$ cat src/rtl/uart_rx_bit_sampler.sv
// +--------------------------------------------------------------------------+
// | uart_rx_bit_sampler: UART RX oversampling edge/bit counters + bit sampler |
// | Option macro: UART_RX_MAJORITY_VOTE_EN (three-sample majority vote).      |
// | Revision: 1.0                                                            |
// +--------------------------------------------------------------------------+
`timescale 1ns/1ps
`default_nettype none

module uart_rx_bit_sampler (
  input  logic       clk,
  input  logic       rst,
  input  logic       i_rx_in,
  input  logic       i_enable,
  input  logic       i_data_samp_en,
  input  logic       i_par_en,
  input  logic [5:0] i_prescale,
  output logic [4:0] o_edge_cnt,
  output logic [3:0] o_bit_cnt,
  output logic       o_sampled_bit,
  output logic       o_sample_valid
);

  localparam logic [3:0] c_LAST_BIT_PAR   = 4'd10;
  localparam logic [3:0] c_LAST_BIT_NOPAR = 4'd9;

  logic [4:0] r_edge_cnt;
  logic [3:0] r_bit_cnt;
  logic       r_sampled_bit;
  logic       r_sample_valid;

  logic [5:0] w_p;
  logic [5:0] w_mid;
  logic [5:0] w_edge6;
  logic       w_wrap;
  logic [3:0] w_last_bit;
  logic       w_capture;

  always_comb begin
    w_p = 6'd8;
    case (i_prescale)
      6'd16:   w_p = 6'd16;
      6'd32:   w_p = 6'd32;
      default: w_p = 6'd8;
    endcase
  end

  // Six-bit compare so that P=32 wraps at 31 without overflowing the 5-bit count.
  assign w_edge6    = {1'b0, r_edge_cnt};
  assign w_mid      = {1'b0, w_p[5:1]};
  assign w_wrap     = (w_edge6 == (w_p - 6'd1));
  assign w_last_bit = i_par_en ? c_LAST_BIT_PAR : c_LAST_BIT_NOPAR;
  assign w_capture  = i_enable & i_data_samp_en;

  always_ff @(posedge clk or posedge rst) begin
    if (rst) begin
      r_edge_cnt <= 5'd0;
      r_bit_cnt  <= 4'd0;
    end else if (!i_enable) begin
      r_edge_cnt <= 5'd0;
      r_bit_cnt  <= 4'd0;
    end else if (w_wrap) begin
      r_edge_cnt <= 5'd0;
      // >= keeps the counter recoverable if PAR_EN changes mid-frame.
      if (r_bit_cnt >= w_last_bit)
        r_bit_cnt <= 4'd0;
      else
        r_bit_cnt <= r_bit_cnt + 4'd1;
    end else begin
      r_edge_cnt <= r_edge_cnt + 5'd1;
    end
  end

`ifdef UART_RX_MAJORITY_VOTE_EN
  logic [1:0] r_samp;
  logic [1:0] r_samp_ok;
  logic       w_majority;

  assign w_majority = (r_samp[0] & r_samp[1]) | (r_samp[0] & i_rx_in) | (r_samp[1] & i_rx_in);

  always_ff @(posedge clk or posedge rst) begin
    if (rst) begin
      r_samp         <= 2'b00;
      r_samp_ok      <= 2'b00;
      r_sampled_bit  <= 1'b1;
      r_sample_valid <= 1'b0;
    end else begin
      r_sample_valid <= 1'b0;
      if (!w_capture) begin
        r_samp_ok <= 2'b00;
      end else if (w_edge6 == (w_mid - 6'd1)) begin
        r_samp[0]    <= i_rx_in;
        r_samp_ok[0] <= 1'b1;
      end else if (w_edge6 == w_mid) begin
        r_samp[1]    <= i_rx_in;
        r_samp_ok[1] <= r_samp_ok[0];
      end else if (w_edge6 == (w_mid + 6'd1)) begin
        // Third capture is the live line; decide only if the first two survived.
        if (r_samp_ok[1]) begin
          r_sampled_bit  <= w_majority;
          r_sample_valid <= 1'b1;
        end
        r_samp_ok <= 2'b00;
      end
    end
  end
`else
  always_ff @(posedge clk or posedge rst) begin
    if (rst) begin
      r_sampled_bit  <= 1'b1;
      r_sample_valid <= 1'b0;
    end else begin
      r_sample_valid <= 1'b0;
      if (w_capture && (w_edge6 == w_mid)) begin
        r_sampled_bit  <= i_rx_in;
        r_sample_valid <= 1'b1;
      end
    end
  end
`endif

  assign o_edge_cnt     = r_edge_cnt;
  assign o_bit_cnt      = r_bit_cnt;
  assign o_sampled_bit  = r_sampled_bit;
  assign o_sample_valid = r_sample_valid;

endmodule

`default_nettype wire

$ cat config.mk
export PLATFORM = sky130hd
export DESIGN_NAME = uart_rx_bit_sampler
export DESIGN_NICKNAME = d
export VERILOG_FILES = /design/src/rtl/uart_rx_bit_sampler.sv
export SDC_FILE = /design/constraint.sdc
export NUM_CORES = 1
export LEC_CHECK = 0
export BUFFER_PORTS_ARGS = -buffer_cell sky130_fd_sc_hd__buf_2
export CORE_ASPECT_RATIO = 0.9
export CORE_MARGIN = 4
export CORE_UTILIZATION = 30
export CTS_CLUSTER_SIZE = 16
export DETAILED_ROUTE_END_ITERATION = 8
export GPL_TIMING_DRIVEN = 0
export SYNTH_ARGS = -nofsm -noshare
export SYNTH_HDL_FRONTEND = slang
export SYNTH_SLANG_ARGS = --single-unit
export TNS_END_PERCENT = 10
$ cat constraint.sdc
create_clock -name clk -period 3.2 [get_ports clk]
set_input_delay 0.16 -clock clk [delete_from_list [all_inputs] [get_ports clk]]
set_output_delay 0.16 -clock clk [all_outputs]
set_load 0.02 [all_outputs]
# After elaboration in Yosys (flattened, before gate mapping)
# Index checks and enable logic that the tools add are counted.
[op_classes] add_sub_neg=3 n_lt_le_gt_ge=1 eq_ne=5 muxes=8 bitwise=1 n_reduce_logical=1
[ops] cell="two-way mux 4 bit" count=3
[ops] cell="one-hot mux 6 bit (2 select lines)" count=1
[ops] cell="two-way mux 5 bit" count=2
[ops] cell="== test 5 x 6 -> 1 bit" count=1
[ops] cell="== test 6 x 5 -> 1 bit, second input constant" count=1
[ops] cell="== test 6 bit, second input constant" count=1
[ops] cell="subtractor 6 x 1 -> 6 bit, second input constant" count=1
[ops] cell="adder 5 x 1 -> 5 bit, second input constant" count=1
[ops] cell="== test 5 bit" count=1
[ops] cell="adder 4 x 1 -> 4 bit, second input constant" count=1
[ops] cell=">= comparator 4 bit" count=1
[ops] cell="two-way mux 2 bit" count=1
[ops] cell="inequality test 2 x 1 -> 1 bit, second input constant" count=1
[ops] cell="bitwise AND 1 bit" count=1
[ops] cell="logical AND 1 bit" count=1
[ops] cell="two-way mux 1 bit" count=1
[word_totals] regBits=11 in_bits=12 output_inout_bits=11 word_cells=23

# Depth between registers and ports, before layout
# Gate-level depths: netlist of run 1.
[logic_depth] word_depth=6 ltp_mapped=6 ltp_nobuf=6

# Worst setup path before layout of run 1
# OpenSTA, ideal clock, no wires.
[synth_timing] path_type="register to register" startpoint="register r_edge_cnt[0] (netlist: o_edge_cnt[0])" endpoint="register r_bit_cnt[3] (netlist: o_bit_cnt[3])" setup_ns=0.094 t_arrival_ns=1.699 required_ns=3.106 path_slack_ns=1.407 path_stages_with_launch=6 path_buffers=0 synth_period_minus_slack_ns=1.793 path_cell_list="dfrtp_1 -> ha_1 -> nor4bb_1 -> o21a_1 -> o2111ai_1 -> a221oi_2"
[synth_between] elab_chain_cells=2
[synth_lines] element="from (decl)" line_no="26" text="logic [4:0] r_edge_cnt;"
[synth_lines] element="from (signal assigned)" line_no="69" text="r_edge_cnt <= r_edge_cnt + 5'd1;"
[synth_lines] element="== test 5 x 6 -> 1 bit" line_no="50" text="assign w_wrap = (w_edge6 == (w_p - 6'd1));"
[synth_lines] element="inequality test 2 x 1 -> 1 bit (no source line)"
[synth_lines] element="to (signal assigned)" line_no="67" text="r_bit_cnt <= r_bit_cnt + 4'd1;"
[synth_lines] element="to (decl)" line_no="27" text="logic [3:0] r_bit_cnt;"
# No other way between the ends.
# A chain may end at the register's enable or synchronous reset.

# Final worst setup path of run 1
# Same ends and word-level chain as after synthesis.

==> impl_metrics.toml, run 1 <==
[status]
outcome = "finished clean"

[sta]
worst_pin_slew_ns = 0.436
hold_viol = 0
layout_worst_path_cycle_share_pct = 57.3
slew_headroom_pct = 70.9
setup_tns_ns = 0
max_freq_ghz = 0.545
finalMaxSlewViolations = 0
grt_setup_unrepaired = "false"
layout_setup_ws_ns = 1.37
setup_viol = 0
fin_skew_ns = 0.00791
fin_hold_ws_ns = 0.111
post-route-min-period_ns = 1.83

[global_routing]
grt_pass1_vias = 629
grt_antenna_before_repair = 0
grt_max_degree = 12
grt_pass1_wl_um = 2760
grt.total_usage_pct = 11.6
grt-ovfl-total = 0

[logic_synthesis]
synth_top_family_by_area = "simple AND/OR/NAND/NOR gates"
ys_seq_area_share_pct = 38.3
synthXorXnorAreaFrac_pct = 3.64
syn-num-nets = 89
synthAdderAreaFrac_pct = 8.67
syn-instance-count = 72
synth_compound_gate_area_share_pct = 20.6
synth-seq-cells = 11
synth_mux_area_share_pct = 1.56
ys_types = 34
syn_area_um2 = 722
ys_warn_count = 0
synth.avg_cell_area_um2 = 10.0
synthSimpleGateAreaFrac_pct = 22.5

[placed_design]
io_buffers = 22
placed_area_um2 = 866
place_inst = 121
routabilityCongestion = 0.723
hpwl_um = 1330
place_ws_ns = 1.35

[setup_path]
path_cells = "ha_1 -> nor4bb_1 -> o21a_1 -> o2111ai_1 -> a221oi_2"
end_kind = "flop"
r2r_cells = 5
cp.depth = 5
cp_max_fo = 5
critPathSlowestCell = "nor4bb_1"
critical_path_arrival_ns = 2.02
timing.setup.critical_path_class = "reg -> reg"
worstSetupStartpointType = "flop"
r2r_slack_ns = 1.37
path_delay_family = "compound AO/OA/AOI/OAI gates"
cp_num_buf_inv = 0
cp_slowest_stage_delay_ns = 0.44
crit_required_ns = 3.38

[cts]
cts_buffers = 3
cts_tree = "yes"
insertion_delay_ns = 0.27
htree_num_levels = 1
path_clk_slew_ns = 0.08
post_cts_buffers = 0
cts_resized = 0
clockBufferDepth = 2
cts_root_buf = "clkbuf_4"
hold_buffers = 1
clock-sinks = 11

[route]
wl_per_cell_um = 13.1
drt_iter0_drc = 9
drt_drc_violations_left = 0
final_antenna_net_count = 0
routed_wl_um = 1650
via_per_inst = 5.14
num_vias = 648
drtPass1Iterations = 4

[power_and_ir_drop]
cellPowerDensity_nw_per_um2 = 336
ir_drop_uv = 189
p_leak_uw = 0.000412

[floorplan]
die_w_um = 59.7
rows = 16
initial_core_util_pct = 32.2
coreArea_um2 = 2240
die_area_um2 = 3260
die_h_um = 54.5
io_pins = 23

[cells_and_area]
fin_cells = 126
finalInstanceArea_um2 = 902
antennaDiodeCount = 0
drive_above_1_share_pct = 33.3
nets = 117
synthToLayoutAreaGrowth_pct = 25.0

[job]
maxCapViolations = 0

[min_path]
worst_hold_path.num_cells = 2
hp-class = "in -> reg"
synthesized netlist by cell type, drive strengths merged:
cell type	instances	area (µm²)
nor2	5	18.8
dfstp	1	26.3
inv	9	33.8
mux2	1	11.3
dfrtp	10	250
o21ai	2	13.8
xor2	1	8.76
xnor2	2	17.5
ha	5	62.6
a21oi	5	25.0
nand3	5	30.0
o32ai	1	8.76
and4bb	1	12.5
nor3b	1	7.51
or3b	1	11.3
nor3	2	10.0
a211o	1	8.76
nor4bb	2	20.0
nand3b	2	15.0
a311oi	1	8.76
nand2b	1	6.26
nor4	1	6.26
o2111ai	1	8.76
o21a	1	7.51
and3	1	6.26
or4	1	11.3
a221oi	1	15.0
o211ai	1	7.51
nand2	2	7.51
o221ai	2	17.5
a211oi	2	27.5
where the power goes:
group	total [µW]	leakage (µW)	switching, µW	internal [µW]
logic	52.9	0.000250	30.7	22.2
registers	154	0.000148	5.72	148
clock network	96.2	0.0000150	48.0	48.2
total	303	0.000412	84.4	218
stage by stage:
| stage | util (%) | total power, µW |
|---|---|---|
| floorplan | - | 187 |
| global placement | 38.6 | 207 |
| detailed placement | 38.6 | 209 |
| CTS | 40.2 | 306 |
| global route | 40.2 | 321 |
| finish | 40.2 | 303 |
flip-flops by register name, summed over array words and instances (netlist names):
register	cells
o_sample_valid	1
o_edge_cnt	5
o_bit_cnt	4
o_sampled_bit	1
logic make-up after synthesis:
| kind of cell | after synthesis |
|---|---|
| flops | 11 |
| compound gates | 18 |
| mux | 1 |
| fa+ha+maj | 5 |
| buf+inv | 9 |
| simple gates | 25 |
| xor+xnor | 3 |
placed cells by master (no fill, tap or decap), types with 2 or more instances in the layout:
cell type / count
buf_2: 22
nand2_1: 2
xnor2_1: 2
nor4bb_1: 2
nand3_1: 4
o221ai_1: 2
nor3_1: 2
nor2_1: 5
ha_1: 5
clkbuf_4: 3
inv_1: 9
a21oi_1: 5
dfrtp_1: 10
nand3b_1: 2
metal layers:
metal | up-vias | GRT usage, % | routed length, µm | part of all wire [%]
met5 | - | 0 | 0 | 0
met4 | 0 | 5.54 | 21 | 1.3
met3 | 4 | 3.07 | 101 | 6.1
met2 | 17 | 16.9 | 728 | 44
met1 | 302 | 15.8 | 799 | 48
li1 | 325 | - | - | -
path summary, 6_finish.rpt:
kind,from,endpoint
max,o_edge_cnt[0],o_bit_cnt[3]
min,i_rx_in,o_sampled_bit
max reg2reg,o_edge_cnt[0],o_bit_cnt[3]
min reg2reg,o_edge_cnt[0],o_edge_cnt[0]
max in group asynchronous,rst,o_sampled_bit
min in group asynchronous,rst,o_edge_cnt[1]
final cells by class:
type	count	area, µm²
multi-input combinational	52	412
clock buffer	4	26.3
tap	27	33.8
inverter	9	33.8
sequential	11	277
fill	240	1340
timing repair buffer	23	120
Power figures use the tool's default switching activity.
==> run 2: changes to the inputs <==
==> constraint.sdc (replaced) <==
create_clock -name clk -period 1.6 [get_ports clk]
set_input_delay 0.08 -clock clk [delete_from_list [all_inputs] [get_ports clk]]
set_output_delay 0.08 -clock clk [all_outputs]
set_load 0.02 [all_outputs]
==> impl_metrics.toml, run 2 (same netlist as run 1, synthesis figures left out) <==
[status]
outcome = "complete, but fails checks"
violations = "negative setup slack"

[min_path]
hp-class = "in -> reg"

[floorplan]
rows = 16
die_h_um = 54.5
coreArea_um2 = 2240
io_pins = 23
die_w_um = 59.7
die_area_um2 = 3260
initial_core_util_pct = 32.2

[cells_and_area]
fin_cells = 132
layout_commonest_cell = "buf_2"
synthToLayoutAreaGrowth_pct = 38.3
multi_input_area_um2 = 457
largest_register_ff_count = 5
layout_common_cells = "buf_2 (22), inv_1 (9), buf_4 (6)"
regArea_um2 = 283
antennaDiodeCount = 0
fillers = 246
nets = 123
drive_above_1_share_pct = 47.6

[route]
wl_per_cell_um = 13.2
final_antenna_net_count = 0
via_per_inst = 5.11
num_vias = 675
drtPass1Iterations = 4
routed_wl_um = 1740
drt_iter0_drc = 7
drt_drc_violations_left = 0

[global_routing]
use_met3_pct = 2.59
grt_pass1_wl_um = 2780
grt_antenna_before_repair = 0
grt.busiest_layer = "met2"
grt_use_met1_pct = 14.7
grt-ovfl-total = 0
grt.total_usage_pct = 11.6
grt_pass1_vias = 678
grt_max_degree = 12
use_met2_pct = 18.0

[cts]
htree_num_levels = 1
clock-sinks = 11
cts_buffers = 3
clockBufferDepth = 2
cts_tree = "yes"
insertion_delay_ns = 0.27
cts_root_buf = "clkbuf_4"
path_clk_slew_ns = 0.07

[placed_design]
place_inst = 121
place_ws_ns = -0.0518
hpwl_um = 1310
io_buffers = 22
routabilityCongestion = 0.709

[sta]
slew_headroom_pct = 71.3
fin_skew_ns = 0.00403
setup_viol = 3
fin_hold_ws_ns = 0.0349
layout_worst_path_cycle_share_pct = 102
max_freq_ghz = 0.612
grt_setup_unrepaired = "true"
layout_setup_ws_ns = -0.0336
post-route-min-period_ns = 1.63
finalMaxSlewViolations = 0
worst_pin_slew_ns = 0.430
hold_viol = 0

[setup_path]
timing.setup.critical_path_class = "reg -> reg"
worstSetupStartpointType = "flop"
critical_path_arrival_ns = 1.82
crit_required_ns = 1.79
end_kind = "flop"
cp_max_fo = 2

[job]
maxCapViolations = 0

[power_and_ir_drop]
ir_drop_uv = 425
cellPowerDensity_nw_per_um2 = 616
p_leak_uw = 0.000437
[run 2: cell types whose count changed in the layout (fill, tap and decap cells not counted), sizes merged]
cell	delta
buf	+6
[run 2: cell type report]
| class | count | area share [%] |
|---|---|---|
| clock buffers | 4 | 2.63 |
| inverters | 9 | 3.38 |
| multi-input cells | 52 | 45.7 |
| flip-flops and latches | 11 | 28.3 |
| well taps | 27 | 3.38 |
| repair buffers | 29 | 16.5 |
[run 2: critical path, stage by stage (launching register included)]
cell and delay [ns]:
dfrtp_2 0.41, inv_1 0.09, ha_1 0.22, nand2b_1 0.15
a211oi_2 0.25, buf_4 0.16, o221ai_1 0.12, a21oi_1 0.15
[run 2: worst paths after layout]
path | startpoint | endpoint | slack, ns | cells past startpoint
worst min register to register | o_edge_cnt[0] | o_edge_cnt[0] | 0.52 | 1
max in group asynchronous | rst | o_sampled_bit | 0.93 | 3
min in group asynchronous | rst | o_bit_cnt[2] | 0.34 | 3
worst min-delay path | i_rx_in | o_sampled_bit | 0.03 | 2
worst max-delay path | o_bit_cnt[0] | o_bit_cnt[0] | -0.03 | 7
worst max register to register | o_bit_cnt[0] | o_bit_cnt[0] | -0.03 | 7
[run 2: through the flow]
stage | TNS, ns | power, µW | cell area [µm²] | util [%]
after floorplan | 0 | 382 | 759 | -
after global placement | -0.0710 | 422 | 903 | 40.3
after detailed placement | -0.105 | 426 | 903 | 40.3
after CTS | -0.0369 | 620 | 971 | 43.3
after global routing | -0.466 | 644 | 998 | 44.5
final | -0.0714 | 615 | 998 | 44.5
[run 2: power by group]
group	leakage [µW]	internal, µW	switching [µW]
Sequential	0.000140	297	13.6
Clock	0.0000150	96.5	93.3
Combinational	0.000282	50.6	63.8
[run 2: per-layer routing]
layer,wire [µm],vias up
li1,-,336
met1,836,319
met2,785,18
met3,97,2
met4,18,0
met5,0,-
[run 2: timing repair]
| action | 4_1_cts | 5_1_grt |
|---|---|---|
| gates resized for setup | 1 | 3 |
| setup endpoints to repair | 4 | 7 |
| pin swaps | 5 | 5 |
| hold endpoints to repair | 10 | 0 |
| hold buffers | 1 | 0 |
| buffers inserted | 4 | 2 |
==> run 3: changes to the inputs <==
--- a/config.mk
+++ b/config.mk
@@ -12,6 +12,7 @@
 export CTS_CLUSTER_SIZE = 16
 export DETAILED_ROUTE_END_ITERATION = 8
 export GPL_TIMING_DRIVEN = 0
+export RECOVER_POWER = 100
 export SYNTH_ARGS = -nofsm -noshare
 export SYNTH_HDL_FRONTEND = slang
 export SYNTH_SLANG_ARGS = --single-unit
==> impl_metrics.toml, run 3 (same netlist as run 1, synthesis figures left out) <==
[sta]
layout_setup_ws_ns = -0.0342
finalMaxSlewViolations = 0
fin_skew_ns = 0.00399
layout_worst_path_cycle_share_pct = 102
max_freq_ghz = 0.612
grt_setup_unrepaired = "true"
hold_viol = 0
worst_pin_slew_ns = 0.426
post-route-min-period_ns = 1.63
setup_viol = 3
slew_headroom_pct = 71.6

[setup_path]
cp_max_fo = 2
critical_path_arrival_ns = 1.82
crit_required_ns = 1.79
end_kind = "flop"
timing.setup.critical_path_class = "reg -> reg"
worstSetupStartpointType = "flop"
worstReg2RegStart = "o_bit_cnt[0]"
critical_path.startpoint = "o_bit_cnt[0]"

[placed_design]
place_ws_ns = -0.0518
io_buffers = 22
placed_area_um2 = 903
routabilityCongestion = 0.709
hpwl_um = 1310

[cells_and_area]
fillers = 252
drive_above_1_share_pct = 37.1
finalInstanceArea_um2 = 982
largest_register_ff_count = 5
synthToLayoutAreaGrowth_pct = 36.0
layout_common_cells = "buf_2 (13), clkbuf_1 (10), inv_1 (9)"
nets = 123
layout_commonest_cell = "buf_2"
antennaDiodeCount = 0
regArea_um2 = 282
multi_input_area_um2 = 453

[cts]
clockBufferDepth = 2
htree_num_levels = 1
cts_tree = "yes"
insertion_delay_ns = 0.27
clock-sinks = 11
path_clk_slew_ns = 0.07
cts_buffers = 3
cts_root_buf = "clkbuf_4"

[global_routing]
grt_max_degree = 12
grt-ovfl-total = 0
grt_antenna_before_repair = 0
grt_pass1_vias = 678
grt.total_usage_pct = 11.6
grt_pass1_wl_um = 2780

[status]
violations = "negative setup slack"
outcome = "complete, but fails checks"

[job]
maxCapViolations = 0

[floorplan]
coreArea_um2 = 2240
die_h_um = 54.5
initial_core_util_pct = 32.2
rows = 16
die_w_um = 59.7
io_pins = 23
die_area_um2 = 3260

[route]
final_antenna_net_count = 0
wl_per_cell_um = 13.1
drtPass1Iterations = 4
drt_drc_violations_left = 0
drt_iter0_drc = 3
routed_wl_um = 1730
via_per_inst = 5.05
num_vias = 667

[power_and_ir_drop]
cellPowerDensity_nw_per_um2 = 621
ir_drop_uv = 423
p_leak_uw = 0.000401

[min_path]
hp-class = "in -> reg"
worstHoldStart = "i_rx_in"
[run 3: path summary, 6_finish.rpt]
path,to,slack (ns),cells after the start
max in group asynchronous,o_sampled_bit,0.93,3
worst max-delay path,o_bit_cnt[0],-0.03,7
worst max register to register,o_bit_cnt[0],-0.03,7
worst min-delay path,o_sampled_bit,0.03,2
worst min register to register,o_edge_cnt[0],0.57,1
min in group asynchronous,o_bit_cnt[2],0.34,3
[run 3: worst max-delay path, stage by stage, from the launching register on]
cell and delay, ns:
dfrtp_2 0.41, inv_1 0.09, ha_1 0.22, nand2b_1 0.15
a211oi_2 0.25, buf_4 0.16, o221ai_1 0.12, a21oi_1 0.15
[run 3: through the flow]
step	setup TNS [ns]	instances	util [%]	hold slack (ns)	total power, µW
3_3_place_gp	-0.0710	121	40.3	0.0916	422
6_report	-0.0708	132	43.8	0.0349	610
3_5_place_dp	-0.105	121	40.3	0.104	426
4_1_cts	-0.0369	130	43.3	0.0344	620
2_1_floorplan	0	72	-	-0.0685	382
5_1_grt	-0.476	132	43.8	0.0465	639
[run 3: routing by layer]
| layer | part of all wire (%) | up-vias | wire length, µm | global-route usage [%] |
|---|---|---|---|---|
| li1 | - | 335 | - | - |
| met1 | 48 | 312 | 829 | 14.7 |
| met2 | 45 | 18 | 788 | 18.0 |
| met3 | 5.5 | 2 | 96 | 2.59 |
| met4 | 1.0 | 0 | 18 | 7.01 |
| met5 | 0 | - | 0 | 0 |
[run 3: cell type report]
cell class | count | share of cell area (%)
flip-flops and latches | 11 | 28.7
well taps | 27 | 3.44
inverters | 9 | 3.44
clock buffers | 4 | 2.68
repair buffers | 29 | 15.7
multi-input cells | 52 | 46.1
[run 3: where the power goes]
group	internal (µW)	switching (µW)	total [µW]	leakage [µW]
Combinational	46.8	63.1	110	0.000245
Clock	96.5	93.3	190	0.0000150
Sequential	296	14.1	310	0.000141
Total	440	170	610	0.000401
[run 3: what timing repair did]
action                                  4_1_cts  5_1_grt
hold buffers                                  1        0
endpoints found under the setup margin        4        7
buffers inserted                              4        2
endpoints found under the hold margin        10        0
pin swaps                                     5        5
resized for setup                             1        3
